## src/rtl/seq_divider.sv

```systemverilog
// seq_divider: signed restoring divider with fixed N+1 cycle latency; define SEQ_DIVIDER_ZERO_CHECK_EN to flag divide-by-zero and force q=-1
module seq_divider #(
  parameter int N = 8
) (
  input  logic         clk,
  input  logic         rst_n,
  input  logic         start,
  input  logic [N-1:0] dividend,
  input  logic [N-1:0] divisor,
  output logic [N-1:0] quotient,
  output logic [N-1:0] remainder,
  output logic         done,
  output logic         busy,
  output logic         div_by_zero
);
  localparam int CW = $clog2(N + 1);
  typedef enum logic [1:0] {IDLE, ITER, FIX, DONE} state_t;
  state_t state;
  logic [N-1:0] quo, den, rem, q_fix, r_fix;
  logic [N:0] shl, dif;
  logic [CW-1:0] count;
  logic sa, sb;
`ifdef SEQ_DIVIDER_ZERO_CHECK_EN
  logic zero;
`else
  assign div_by_zero = 1'b0;
`endif
  assign shl = {rem, quo[N-1]};
  assign dif = shl - {1'b0, den};
  assign q_fix = (sa ^ sb) ? -quo : quo;
  assign r_fix = sa ? -rem : rem;
  assign busy = state != IDLE;
  always_ff @(posedge clk or negedge rst_n)
    if (!rst_n) begin
      state <= IDLE;
      quo <= '0;
      den <= '0;
      rem <= '0;
      count <= '0;
      sa <= 1'b0;
      sb <= 1'b0;
      quotient <= '0;
      remainder <= '0;
      done <= 1'b0;
`ifdef SEQ_DIVIDER_ZERO_CHECK_EN
      zero <= 1'b0;
      div_by_zero <= 1'b0;
`endif
    end else begin
      case (state)
        IDLE: if (start) begin
          quo <= dividend[N-1] ? -dividend : dividend;
          den <= divisor[N-1] ? -divisor : divisor;
          sa <= dividend[N-1];
          sb <= divisor[N-1];
`ifdef SEQ_DIVIDER_ZERO_CHECK_EN
          zero <= divisor == '0;
`endif
          rem <= '0;
          count <= CW'(N);
          state <= ITER;
        end
        ITER: begin
          rem <= dif[N] ? shl[N-1:0] : dif[N-1:0];
          quo <= {quo[N-2:0], ~dif[N]};
          count <= count - CW'(1);
          if (count == CW'(1)) state <= FIX;
        end
        FIX: begin
`ifdef SEQ_DIVIDER_ZERO_CHECK_EN
          quotient <= zero ? '1 : q_fix;
          div_by_zero <= zero;
`else
          quotient <= q_fix;
`endif
          remainder <= r_fix;
          done <= 1'b1;
          state <= DONE;
        end
        DONE: begin
          done <= 1'b0;
          state <= IDLE;
        end
      endcase
    end
endmodule

```

## config.mk

```make
export PLATFORM = sky130hd
export DESIGN_NAME = seq_divider
export DESIGN_NICKNAME = d
export VERILOG_FILES = /design/src/rtl/seq_divider.sv
export SDC_FILE = /design/constraint.sdc
export NUM_CORES = 1
export LEC_CHECK = 0
export CELL_PAD_IN_SITES_DETAIL_PLACEMENT = 1
export CELL_PAD_IN_SITES_GLOBAL_PLACEMENT = 1
export CORE_ASPECT_RATIO = 2
export CORE_UTILIZATION = 25
export DETAILED_ROUTE_END_ITERATION = 10
export DONT_BUFFER_PORTS = 1
export GPL_TIMING_DRIVEN = 0
export MAX_ROUTING_LAYER = met4
export PLACE_DENSITY = 0.44
export REMOVE_ABC_BUFFERS = 1
export SLEW_MARGIN = 5
export SYNTH_ARGS = -nofsm -noshare
export SYNTH_HDL_FRONTEND = slang
export SYNTH_SLANG_ARGS = --single-unit
```

## constraint.sdc

```tcl
create_clock -name clk -period 3.1 [get_ports clk]
set_input_delay 0.31 -clock clk [delete_from_list [all_inputs] [get_ports clk]]
set_output_delay 0.31 -clock clk [all_outputs]
set_load 0.05 [all_outputs]
```

==> flow_metrics.tcl <==
set metrics [dict create \
    status "finished, final reports clean" \
    port_buffers 0 \
    ir_worst_vdd_v 0.0003499 \
    dp_worst_setup_slack_ns 0.2486 \
    async_reset_ff_share_pct 100.0 \
    vias_in_the_first_global_route 2542 \
    synth-seq-area-share_pct 40.15 \
    die-area_um2 12690 \
    drt-vias-per-instance 4.832 \
    first_iter_violations 42 \
    floorplan.die.width_um 80.16 \
    drv_slew 0 \
    die_height_um 158.3 \
    cts_buf_count 5 \
    cts.hold.buffers_added 2 \
    layout-area-overhead-vs-synth_pct 10.16 \
    relSlewSlack_pct 23.54 \
    finalHoldViolations 0 \
    ioPinCount 38 \
    critPathSlowestCell "sky130_fd_sc_hd__or4_1" \
    clkTransAtPathRegs_ns 0.07 \
    postCtsSetupRepairBufs 0 \
    crit_path_cell_trace "inv_1, ha_1, fa_1, nand2b_1, a211oi_2, mux2_4, and2_4, or4_1, nand3_1" \
    hp-class "primary input to register" \
    number_of_resized_instances_in_the_post_cts_repair_step 0 \
    critical_path_peak_fanout 12 \
    clock_network_latency_to_the_later_pin_of_the_worst_skew_pair_ns 0.29 \
    clock_sink_count 49 \
    grt_overflow_total 0 \
    most_common_cell_after_layout_fill_and_taps_aside "sky130_fd_sc_hd__dfrtp_1" \
    yosys_register_bits 49 \
    synth_area_per_cell_um2 8.930 \
    num_antenna_cells 0 \
    placer_congestion_estimate 0.7593 \
    core_area_um2 11840 \
    post_synth_inst_count 342 \
    worst_r2r_startpoint "quo[7]" \
    leakage_nw 1.472 \
    clock_tree.buffer_depth 2 \
    total_drc_errors_in_the_routed_layout 0 \
    final.fill_count 1401 \
    fmax_ghz 0.3540 \
    synth_area_um2 3054 \
    tritoncts_clock_tree "built" \
    cap_violations 0 \
    critPathCaptureType "register" \
    path_class "register to register" \
    grt_first_pass_wirelength_um 12910 \
    grtUsageTotal_pct 14.11 \
    worstHoldStart "divisor[7]" \
    drive_above_1_share_pct 7.715 \
    detailed_route_via_count 2329 \
    crit_family "simple AND/OR/NAND/NOR gates" \
    drtPass1Iterations 3 \
    postSynth.topFlopCell "sky130_fd_sc_hd__dfrtp_1" \
    route.antenna.remaining_nets 0 \
    routed_wl_um 7798 \
    commonest_cells_after_routing_fill_and_taps_aside "sky130_fd_sc_hd__dfrtp_1 (49), sky130_fd_sc_hd__nand2_1 (34), sky130_fd_sc_hd__a21oi_1 (34), sky130_fd_sc_hd__o21ai_0 (31), sky130_fd_sc_hd__nor2_1 (30)" \
    powerDensity_nw_per_um2 1298 \
    crit_path_time_final_ns 2.825 \
    initial_utilization_pct 25.79 \
    worstSetupStartpoint "quo[7]" \
    routed_wire_length_per_instance_um 16.18 \
    fin_ws_ns 0.2754 \
    finalPower_mw 4.368 \
    detailed_placer_s_ending_hpwl_um 5994 \
    worstPathRequired_ns 3.33 \
    number_of_synthesized_flops_with_an_enable_pin 0 \
    max_slew.worst_pin.slew_ns 1.140 \
    rsz_0062_raised_after_global_routing "no" \
    layout.nets 374 \
    clock_tree.htree_level_count 2 \
    ys_types 54 \
    timing.critical_path.arrival_ns 3.05 \
    number_of_antenna_violations_at_the_first_check_in_global_routing 0 \
    grt_max_degree 50 \
    setup_viol_count_final 0 \
    setup_tns_ns 0 \
    root_buffer "sky130_fd_sc_hd__clkbuf_16" \
    worstSetupStartpointType "register" \
    cpPeakStageDelay_ns 0.49 \
    clock_skew_ns 0.005560 \
    synth-warning-count 0 \
    core.rowCount 56 \
    final.period_utilization_pct 91.12 \
    final_util_pct 28.41 \
    critical_path_buf_inv_count 1 \
    seq_area_um2 1226 \
    multiInputGateArea_um2 1649 \
]
[cell type report]
class,instances,area share [%]
Clock buffer,6,4.128
Clock inverter,2,1.116
Inverter,25,2.789
Multi-Input combinational cell,253,49.01
Sequential cell,49,36.44
Tap cell,145,5.392
Timing Repair Buffer,2,1.116
[cell families (layout without fill, tap and decap cells)]
kind of cell,count (synthesis),in the layout,share of synthesized area (%)
xor+xnor,27,27,7.743
buf+inv,40,35,5.858
compound gates,88,88,16.92
flops,49,49,40.15
mux,13,13,4.670
other cells,1,1,0.1228
simple gates,105,105,16.51
fa+ha+maj,19,19,8.030
[sequential cells by signal, indices dropped and copies added (netlist names)]
name,count
remainder,8
sb,1
quo,8
den,8
rem,8
state,2
quotient,8
done,1
count,4
sa,1
[cells in the mapped netlist, types with 2 or more instances]
cell                       number  area (um2)
sky130_fd_sc_hd__dfrtp_1       49        1226
sky130_fd_sc_hd__a21oi_1       34       170.2
sky130_fd_sc_hd__nand2_1       34       127.6
sky130_fd_sc_hd__o21ai_0       31       155.2
sky130_fd_sc_hd__nor2_1        30       112.6
sky130_fd_sc_hd__inv_1         25       93.84
sky130_fd_sc_hd__ha_1          18       225.2
sky130_fd_sc_hd__xor2_1        17       148.9
sky130_fd_sc_hd__xnor2_1       10       87.58
sky130_fd_sc_hd__clkbuf_1       8       30.03
sky130_fd_sc_hd__nor3_1         8       40.04
sky130_fd_sc_hd__mux2_2         6       67.56
sky130_fd_sc_hd__mux2i_1        6       60.06
sky130_fd_sc_hd__nand3_1        6       30.03
sky130_fd_sc_hd__o31ai_1        6       45.04
sky130_fd_sc_hd__or3_1          5       31.28
sky130_fd_sc_hd__nand2b_1       4       25.02
sky130_fd_sc_hd__nor2b_1        4       25.02
sky130_fd_sc_hd__a21boi_0       2       15.01
sky130_fd_sc_hd__a31oi_1        2       12.51
sky130_fd_sc_hd__buf_2          2       10.01
sky130_fd_sc_hd__buf_6          2       22.52
sky130_fd_sc_hd__or2b_1         2       15.01
[worst paths after layout]
| path | slack, ns | to | depth (start not counted) |
|---|---|---|---|
| worst min register to register | 0.49 | den[5] | 2 |
| worst max register to register | 0.28 | rem[4] | 9 |
| worst min-delay path | 0.17 | sb | 1 |
| max in group asynchronous | 2.33 | rem[5] | 2 |
| worst max-delay path | 0.28 | rem[4] | 9 |
| min in group asynchronous | 0.51 | quo[6] | 2 |
[metrics by stage]
step | hold slack (ns) | instance area (um2) | cells
floorplan | 0.01441 | 2969 | 327
global placement | 0.01601 | 3151 | 472
detailed placement | 0.01598 | 3151 | 472
CTS | 0.1535 | 3364 | 482
global route | 0.1630 | 3364 | 482
finish | 0.1667 | 3364 | 482
[routing by layer]
metal	vias to the layer above	wire, um	global-route usage, %	part of all wire, %
met5	-	0	-	0
met4	0	128	5.357	1.6
met3	6	145	1.834	1.9
met2	29	4646	28.33	60
met1	1141	2878	12.98	37
li1	1153	-	-	-
[report_power, final]
part	internal, mW	total (mW)	switching (mW)
Sequential	0.941	1.65	0.708
Clock	0.403	0.660	0.256
Combinational	0.854	2.06	1.21
Total	2.20	4.37	2.17
Power figures use the tool's default switching activity.
